==> src/rtl/mem_copy_master_pkg.sv <==
`default_nettype none
// ============================================================================
// Module   : mem_copy_master_pkg
// Brief    : Shared bus widths, FSM state encoding and helpers for the
//            mem_cmd/mem_rsp bus masters.
// Revision : 1.0
// ============================================================================
package mem_copy_master_pkg;

    localparam int c_ADDR_W  = 32;
    localparam int c_DATA_W  = 32;
    localparam int c_BE_W    = 4;
    localparam int c_STATE_W = 3;

    typedef logic [c_STATE_W-1:0] state_t;

    localparam state_t c_IDLE    = 3'd0;
    localparam state_t c_RD_CMD  = 3'd1;
    localparam state_t c_RD_WAIT = 3'd2;
    localparam state_t c_WR_CMD  = 3'd3;
    localparam state_t c_DONE    = 3'd4;

    localparam logic [c_ADDR_W-1:0] c_WORD_STRIDE = 32'd4;
    localparam logic [c_BE_W-1:0]   c_BE_ALL      = 4'hf;

    // Byte address to the word-aligned address the bus expects.
    function automatic logic [c_ADDR_W-1:0] word_align(input logic [c_ADDR_W-1:0] addr);
        return addr & ~c_ADDR_W'(3);
    endfunction

endpackage : mem_copy_master_pkg
`default_nettype wire

==> src/rtl/mem_copy_master_if.sv <==
`default_nettype none
// ============================================================================
// Module   : mem_copy_master_if
// Brief    : SoC mem_cmd/mem_rsp bus bundle with initiator and responder views.
// Revision : 1.0
// ============================================================================
interface mem_copy_master_if;
    import mem_copy_master_pkg::*;

    logic                mem_cmd_valid;
    logic                mem_cmd_ready;
    logic                mem_cmd_wr;
    logic                mem_cmd_instr;
    logic [c_ADDR_W-1:0] mem_cmd_addr;
    logic [c_DATA_W-1:0] mem_cmd_wdata;
    logic [c_BE_W-1:0]   mem_cmd_be;
    logic                mem_rsp_ready;
    logic [c_DATA_W-1:0] mem_rsp_rdata;

    modport master (
        output mem_cmd_valid,
        input  mem_cmd_ready,
        output mem_cmd_wr,
        output mem_cmd_instr,
        output mem_cmd_addr,
        output mem_cmd_wdata,
        output mem_cmd_be,
        input  mem_rsp_ready,
        input  mem_rsp_rdata
    );

    modport slave (
        input  mem_cmd_valid,
        output mem_cmd_ready,
        input  mem_cmd_wr,
        input  mem_cmd_instr,
        input  mem_cmd_addr,
        input  mem_cmd_wdata,
        input  mem_cmd_be,
        output mem_rsp_ready,
        output mem_rsp_rdata
    );

endinterface : mem_copy_master_if
`default_nettype wire

==> src/rtl/mem_copy_master.sv <==
`default_nettype none
// ============================================================================
// Module   : mem_copy_master
// Brief    : Bus initiator copying len_words words from src to dst with
//            one outstanding read, optional read-response timeout.
// Revision : 1.0
// ============================================================================
module mem_copy_master
    import mem_copy_master_pkg::*;
#(
    parameter int LEN_W          = 16,
    parameter int TIMEOUT_CYCLES = 255
) (
    input  wire                 clk,
    input  wire                 reset,
    input  wire                 start,
    input  wire [c_ADDR_W-1:0]  src_addr,
    input  wire [c_ADDR_W-1:0]  dst_addr,
    input  wire [LEN_W-1:0]     len_words,
    output logic                busy,
    output logic                done,
    output logic                error,
    mem_copy_master_if.master   mem
);

    localparam int c_CNT_W = (TIMEOUT_CYCLES > 0) ? $clog2(TIMEOUT_CYCLES + 1) : 1;
    localparam logic [c_CNT_W-1:0] c_TIMEOUT = c_CNT_W'(TIMEOUT_CYCLES);
    localparam logic [c_CNT_W-1:0] c_CNT_ONE = c_CNT_W'(1);
    localparam logic [LEN_W-1:0]   c_LEN_ONE = LEN_W'(1);

    state_t              r_state;
    state_t              w_state_nxt;

    logic [c_ADDR_W-1:0] r_src;
    logic [c_ADDR_W-1:0] r_dst;
    logic [LEN_W-1:0]    r_len;
    logic [c_DATA_W-1:0] r_rdata;
    logic [c_CNT_W-1:0]  r_cnt;
    logic                r_error;

    logic                w_cmd_valid;
    logic                w_cmd_wr;
    logic                w_busy;
    logic                w_done;
    logic                w_cmd_fire;
    logic                w_start_ok;
    logic                w_timeout;

    assign w_cmd_fire = w_cmd_valid && mem.mem_cmd_ready;
    assign w_start_ok = (r_state == c_IDLE) && start;

    generate
        if (TIMEOUT_CYCLES > 0) begin : g_timeout
            assign w_timeout = (r_cnt == c_TIMEOUT);
        end else begin : g_no_timeout
            assign w_timeout = 1'b0;
        end
    endgenerate

    // ------------------------------------------------------------------
    // State register
    // ------------------------------------------------------------------
    always_ff @(posedge clk or posedge reset) begin
        if (reset) begin
            r_state <= c_IDLE;
        end else begin
            r_state <= w_state_nxt;
        end
    end

    // ------------------------------------------------------------------
    // Next-state logic
    // ------------------------------------------------------------------
    always_comb begin
        w_state_nxt = r_state;
        case (r_state)
            c_IDLE: begin
                if (start) begin
                    w_state_nxt = (len_words == '0) ? c_DONE : c_RD_CMD;
                end
            end
            c_RD_CMD: begin
                if (w_cmd_fire) begin
                    w_state_nxt = c_RD_WAIT;
                end
            end
            c_RD_WAIT: begin
                // A response arriving on the timeout cycle still wins.
                if (mem.mem_rsp_ready) begin
                    w_state_nxt = c_WR_CMD;
                end else if (w_timeout) begin
                    w_state_nxt = c_DONE;
                end
            end
            c_WR_CMD: begin
                if (w_cmd_fire) begin
                    w_state_nxt = (r_len == c_LEN_ONE) ? c_DONE : c_RD_CMD;
                end
            end
            c_DONE:  w_state_nxt = c_IDLE;
            default: w_state_nxt = c_IDLE;
        endcase
    end

    // ------------------------------------------------------------------
    // Output decode (Moore, straight from the state flops)
    // ------------------------------------------------------------------
    always_comb begin
        w_cmd_valid = 1'b0;
        w_cmd_wr    = 1'b0;
        w_busy      = 1'b0;
        w_done      = 1'b0;
        case (r_state)
            c_RD_CMD: begin
                w_cmd_valid = 1'b1;
                w_busy      = 1'b1;
            end
            c_RD_WAIT: begin
                w_busy      = 1'b1;
            end
            c_WR_CMD: begin
                w_cmd_valid = 1'b1;
                w_cmd_wr    = 1'b1;
                w_busy      = 1'b1;
            end
            c_DONE: begin
                w_done      = 1'b1;
            end
            default: begin
                w_cmd_valid = 1'b0;
            end
        endcase
    end

    // ------------------------------------------------------------------
    // Datapath: addresses, remaining count, read latch, timeout counter
    // ------------------------------------------------------------------
    always_ff @(posedge clk or posedge reset) begin
        if (reset) begin
            r_src   <= '0;
            r_dst   <= '0;
            r_len   <= '0;
            r_rdata <= '0;
            r_cnt   <= '0;
        end else begin
            case (r_state)
                c_IDLE: begin
                    if (start && (len_words != '0)) begin
                        r_src <= word_align(src_addr);
                        r_dst <= word_align(dst_addr);
                        r_len <= len_words;
                    end
                end
                c_RD_CMD: begin
                    if (w_cmd_fire) begin
                        r_src <= r_src + c_WORD_STRIDE;
                        r_cnt <= '0;
                    end
                end
                c_RD_WAIT: begin
                    if (mem.mem_rsp_ready) begin
                        r_rdata <= mem.mem_rsp_rdata;
                    end else if (!w_timeout) begin
                        r_cnt <= r_cnt + c_CNT_ONE;
                    end
                end
                c_WR_CMD: begin
                    if (w_cmd_fire) begin
                        r_dst <= r_dst + c_WORD_STRIDE;
                        r_len <= r_len - c_LEN_ONE;
                    end
                end
                default: begin
                    r_cnt <= r_cnt;
                end
            endcase
        end
    end

    // Sticky until the next accepted start, including a zero-length one.
    always_ff @(posedge clk or posedge reset) begin
        if (reset) begin
            r_error <= 1'b0;
        end else if (w_start_ok) begin
            r_error <= 1'b0;
        end else if ((r_state == c_RD_WAIT) && !mem.mem_rsp_ready && w_timeout) begin
            r_error <= 1'b1;
        end
    end

    assign busy  = w_busy;
    assign done  = w_done;
    assign error = r_error;

    assign mem.mem_cmd_valid = w_cmd_valid;
    assign mem.mem_cmd_wr    = w_cmd_wr;
    assign mem.mem_cmd_instr = 1'b0;
    assign mem.mem_cmd_addr  = w_cmd_wr ? r_dst : r_src;
    assign mem.mem_cmd_wdata = r_rdata;
    assign mem.mem_cmd_be    = c_BE_ALL;

endmodule : mem_copy_master
`default_nettype wire

==> src/flat_wrapper.sv <==
// flat-port wrapper written by rule: the top's interface ports become plain ports
module mem_copy_master_flat import mem_copy_master_pkg::*;
#(
    parameter int LEN_W          = 16,
    parameter int TIMEOUT_CYCLES = 255
)
  (clk, reset, start, src_addr, dst_addr, len_words, busy, done, error, mem_mem_cmd_valid, mem_mem_cmd_ready, mem_mem_cmd_wr, mem_mem_cmd_instr, mem_mem_cmd_addr, mem_mem_cmd_wdata, mem_mem_cmd_be, mem_mem_rsp_ready, mem_mem_rsp_rdata);
  mem_copy_master_if mem_i ();
  input  wire clk;
  input  wire reset;
  input  wire start;
  input  wire [c_ADDR_W-1:0] src_addr;
  input  wire [c_ADDR_W-1:0] dst_addr;
  input  wire [LEN_W-1:0] len_words;
  output logic busy;
  output logic done;
  output logic error;
  output wire logic [$bits(mem_i.mem_cmd_valid)-1:0] mem_mem_cmd_valid;
  input wire logic [$bits(mem_i.mem_cmd_ready)-1:0] mem_mem_cmd_ready;
  output wire logic [$bits(mem_i.mem_cmd_wr)-1:0] mem_mem_cmd_wr;
  output wire logic [$bits(mem_i.mem_cmd_instr)-1:0] mem_mem_cmd_instr;
  output wire logic [$bits(mem_i.mem_cmd_addr)-1:0] mem_mem_cmd_addr;
  output wire logic [$bits(mem_i.mem_cmd_wdata)-1:0] mem_mem_cmd_wdata;
  output wire logic [$bits(mem_i.mem_cmd_be)-1:0] mem_mem_cmd_be;
  input wire logic [$bits(mem_i.mem_rsp_ready)-1:0] mem_mem_rsp_ready;
  input wire logic [$bits(mem_i.mem_rsp_rdata)-1:0] mem_mem_rsp_rdata;
  assign mem_mem_cmd_valid = mem_i.mem_cmd_valid;
  assign mem_i.mem_cmd_ready = mem_mem_cmd_ready;
  assign mem_mem_cmd_wr = mem_i.mem_cmd_wr;
  assign mem_mem_cmd_instr = mem_i.mem_cmd_instr;
  assign mem_mem_cmd_addr = mem_i.mem_cmd_addr;
  assign mem_mem_cmd_wdata = mem_i.mem_cmd_wdata;
  assign mem_mem_cmd_be = mem_i.mem_cmd_be;
  assign mem_i.mem_rsp_ready = mem_mem_rsp_ready;
  assign mem_i.mem_rsp_rdata = mem_mem_rsp_rdata;
  mem_copy_master #(.LEN_W(LEN_W), .TIMEOUT_CYCLES(TIMEOUT_CYCLES)) u_core (.clk(clk), .reset(reset), .start(start), .src_addr(src_addr), .dst_addr(dst_addr), .len_words(len_words), .busy(busy), .done(done), .error(error), .mem(mem_i));
endmodule
==> config.mk <==
export PLATFORM = sky130hd
export DESIGN_NAME = mem_copy_master_flat
export DESIGN_NICKNAME = d
export VERILOG_FILES = /design/src/rtl/mem_copy_master_pkg.sv /design/src/rtl/mem_copy_master_if.sv /design/src/rtl/mem_copy_master.sv /design/src/flat_wrapper.sv
export SDC_FILE = /design/constraint.sdc
export NUM_CORES = 1
export LEC_CHECK = 0
export BUFFER_PORTS_ARGS = -buffer_cell sky130_fd_sc_hd__buf_2
export CAP_MARGIN = 20
export CORE_ASPECT_RATIO = 0.6
export CORE_MARGIN = 10
export CORE_UTILIZATION = 45
export CTS_CLUSTER_DIAMETER = 150
export CTS_CLUSTER_SIZE = 14
export DETAILED_ROUTE_END_ITERATION = 7
export HOLD_SLACK_MARGIN = 0.03
export PLACE_DENSITY = 0.7
export SLEW_MARGIN = 30
export SYNTH_ARGS = -nofsm -noshare
export SYNTH_HDL_FRONTEND = slang
export SYNTH_SLANG_ARGS = --single-unit
==> constraint.sdc <==
create_clock -name clk -period 5.2 [get_ports clk]
set_clock_uncertainty 0.2 [all_clocks]
set_input_delay 0.52 -clock clk [delete_from_list [all_inputs] [get_ports clk]]
set_output_delay 0.52 -clock clk [all_outputs]
set_load 0.02 [all_outputs]
==> impl.org <==
** Drt
- The final layout contains routed wiring with a total length of 21800 µm.
- Across all layers, the routed design uses 7048 vias.
- In the routed design, unresolved DRC markers number 0.
- Via density per instance :: 5.91
- First-pass iteration count of the detailed router :: 6
- The detailed router finished its first iteration with 669 violations.
- After detailed routing, the average wire length per cell comes to 18.3 µm.
- Number of antenna-violating nets in the routed design :: 0

** Synthesis
- Cells after Synth :: 831
- Synth cell count leaders :: nand2_1, dfrtp_1, a21oi_1, clkbuf_1, o21ai_0
- Avg Synthesized Cell Area :: 8.43 µm²
- Part of the Yosys area used for sequential elements :: 0.429
- Async set-reset flop share out of synthesis :: 1.00
- For this run, the number of Yosys warnings is 0.
- In this run, synthesis produced a sequential element count of 120.
- Ranked by total cell area, the synthesized netlist is headed by dfrtp_1, nand2_1, a21oi_1, mux2_2, o21ai_0.
- The largest total area in the synthesized netlist belongs to dfrtp_1.
- Area of the mapped netlist :: 0.00701 mm²
- Number of distinct library cells after synthesis :: 57
- Among all flip-flop cells after synthesis, the most frequent one is dfrtp_1.
- Number of enable-type register cells in the synthesized netlist :: 0
- Most repeated cell in the gate-level netlist after synthesis :: nand2_1
- Of the post-synthesis cell area, the dominant cell type holds 0.429.

** Critical path
- The startpoint identified for the worst register-to-register timing path is u_core.r_state[1].
- Counting cells, the worst reg-to-reg path comes to 7.
- Maximum fanout along the worst path :: 75
- Kind of critical path :: reg -> out
- Reg2reg setup slack :: 2.28 ns
- At the worst endpoint, the arrival time is 2.68 ns.
- STA classifies the critical path startpoint as a register.
- Worst Setup End Kind :: output pin
- For the worst setup path, the data required time is 4.48 ns.
- Worst r2r dst :: u_core.r_len[9]

** Clock tree
- Clock H-tree levels :: 4
- Clock-pin slew was measured on the worst setup and hold paths at 0.07 ns.
- Source-to-sink clock delay at the later pin of the worst-skew pair :: 0.43 ns
- CTS sink cnt :: 120
- CTS tree :: yes
- TritonCTS Buffers :: 17
- In this run the clock root is driven by a clkbuf_16.
- Buffer depth of the longest clock path :: 2

** Die
- Core outline area :: 0.0153 mm²
- The die is 117 µm tall.
- In this run the count of I/O pins placed on the die edge is 191.
- The initial utilization of the core area, before any placement, comes to 0.458.
- Die width :: 181 µm
- DIE AREA :: 0.0211 mm²
- The initialized floorplan defines 35 standard-cell rows.

** Power
- In this run the power spent charging and discharging nets is 2.77 mW.
- Areal power density over the cells :: 684 mW/mm²
- The share of total power dissipated in sequential elements is 0.314.
- Of the total power, the share spent switching nets is 0.469.
- Logic gate share of total power :: 0.482
- Internal power :: 3.13 mW
- Of the total power, the clock network draws 0.204.
- Overall Power :: 5.90 mW
- Across the VDD grid, the largest voltage drop is 0.000477 V.
- Leakage dissipation :: 3.80 nW

** STA
- Post-route setup slack :: 1.80 ns
- For this run, the top clock speed supported by timing is 295 MHz.
- Measured against its own limit, the worst slew margin works out to 0.359.
- Final number of max-transition violations :: 0
- Least-Margin Pin Slew :: 0.954 ns
- Final critical-path required period :: 3.40 ns
- Hold Fails Final Rpt :: 0
- Count of endpoints failing setup in the final report :: 0
- Adding up every negative setup slack in the final design gives 0 ns.
- Setup repair after global routing missed its margin :: no
- Dividing the final minimum period by the clock period gives 0.653.

** Job
- Max-capacitance violation count :: 0

** Placement
- Prior to clock tree synthesis, the placed netlist has a worst setup slack of 2.29 ns.
- Final HPWL from detailed placement :: 15600 µm
- Buffers placed on the I/O ports in this run total 179.
- Placed standard-cell area :: 0.00802 mm²
- Weighted congestion reported at the end of routability-driven placement :: 0.866

** GRT
- The number of global-route vias before repair came to 6558.
- Largest net degree at the start of global routing :: 76
- For met1 alone, demand over resource in global routing was 0.285.
- Met2 Use GR :: 0.301
- For this run, the total global-route usage over all layers was measured as 0.202.
- met2 is the most crowded layer.
- For this run the aggregate overflow at the end of global routing stands at 0.
- For met3 alone, demand over resource in global routing was 0.0569.
- The first global-routing pass estimated 34900 µm of wire.
- The initial antenna violation count was 0.

** Final layout
- Fill cell instance count of the final layout :: 1399
- Final #Nets :: 1099
- Of the cells placed in the final design, the portion with a size suffix greater than 1 is 0.281.
- The finished cells cover 0.00863 mm².
- Fraction of the core area covered by cells at the end of the flow :: 0.564
- Synthesis-to-finish area growth :: 23.1%
- Antenna diode instance count :: 0

** Run status
- Run status :: complete, no violations

** Hold path
- Counting instances, the worst hold path has a depth of 2.
- Class of the most critical hold timing path :: in -> reg
- In this run the most critical hold path is launched from mem_mem_rsp_rdata[20].
- The path with the worst hold slack has its endpoint at u_core.mem.mem_cmd_wdata[20].
==> power groups by stage <==
stage | Combinational (mW) | Sequential (mW) | Clock, mW
global route | 3.15 | 1.92 | 1.27
CTS | 2.85 | 1.84 | 1.22
detailed placement | 2.83 | 1.85 | 0
floorplan | 1.95 | 1.85 | 0
global placement | 2.79 | 1.83 | 0
finish | 2.84 | 1.85 | 1.20
==> sequential cells by signal, indices dropped and copies added (netlist names) <==
name,cells
u_core.error,1
u_core.r_cnt,8
u_core.r_len,16
u_core.mem.mem_cmd_wdata,32
u_core.r_src,30
u_core.r_state,3
u_core.r_dst,30
==> cell type report <==
cell class | count | area, µm² | area share
Sequential cell | 120 | 3000 | 0.348
Tap cell | 203 | 254 | 0.0294
Clock buffer | 18 | 439 | 0.0509
Inverter | 13 | 53.8 | 0.00624
Timing Repair Buffer | 192 | 996 | 0.115
Clock inverter | 14 | 155 | 0.0180
Multi-Input combinational cell | 633 | 3720 | 0.432
==> how the worst max path moves through the flow <==
stage / cells after the start / from / endpoint
after floorplan: 1 / reset / u_core.error
after global placement: 6 / len_words[10] / u_core.r_src[10]
after detailed placement: 6 / len_words[10] / u_core.r_src[10]
after CTS: 6 / u_core.r_state[1] / mem_mem_cmd_addr[27]
after global routing: 6 / u_core.r_state[1] / mem_mem_cmd_addr[27]
final: 6 / u_core.r_state[1] / mem_mem_cmd_addr[27]
==> cells by family (layout without fill, tap and decap cells) <==
| kind of cell | after synthesis | in the layout | share of synthesized area |
|---|---|---|---|
| flip-flops | 120 | 120 | 0.429 |
| other | 2 | 7 | 0.00107 |
| adder cells (fa/ha/maj) | 5 | 5 | 0.00893 |
| buffers and inverters | 83 | 237 | 0.0484 |
| AO/OA/AOI/OAI | 255 | 255 | 0.229 |
| XOR/XNOR | 6 | 6 | 0.00750 |
| multiplexers | 35 | 35 | 0.0557 |
| AND/OR/NAND/NOR | 325 | 325 | 0.221 |
==> per-stage QoR <==
| step | cells | hold WS, ns |
|---|---|---|
| 6_report | 1193 | 0.125 |
| 5_1_grt | 1193 | 0.114 |
| 4_1_cts | 1193 | 0.112 |
| 3_5_place_dp | 1160 | 0.289 |
| 3_3_place_gp | 1160 | 0.283 |
| 2_1_floorplan | 836 | 0.269 |
==> routing by layer <==
metal / up-vias / share of wire
met2: 289 / 0.45
met3: 15 / 0.081
li1: 3355 / -
met5: - / 0
met1: 3389 / 0.46
met4: 0 / 0.0064
==> what timing repair did <==
item | 4_1_cts | 5_1_grt
gates resized for setup | 0 | 0
setup buffers | 0 | 0
endpoints found under the hold margin | 42 | 0
hold buffers | 1 | 0
==> layout by cell type, fill, tap and decap left out, types with 12 or more instances in the layout <==
cell type and count:
dfrtp_1 120, nand4_1 26, o21ai_0 54, clkbuf_16 17
mux2_2 32, buf_2 179, a21oi_1 87, a2bb2oi_1 23
nor2_1 52, nand2_1 142, buf_4 12, o22ai_1 28
nand3_1 35, and3_1 13
==> critical path: stages (launching register included) <==
cell and delay, ns:
dfrtp_1 0.81, nand2_2 0.17, inv_4 0.51, buf_4 0.34, nand2_1 0.11, nand2_1 0.10
buf_2 0.18
Note: power is estimated with default switching activity, not from simulation.
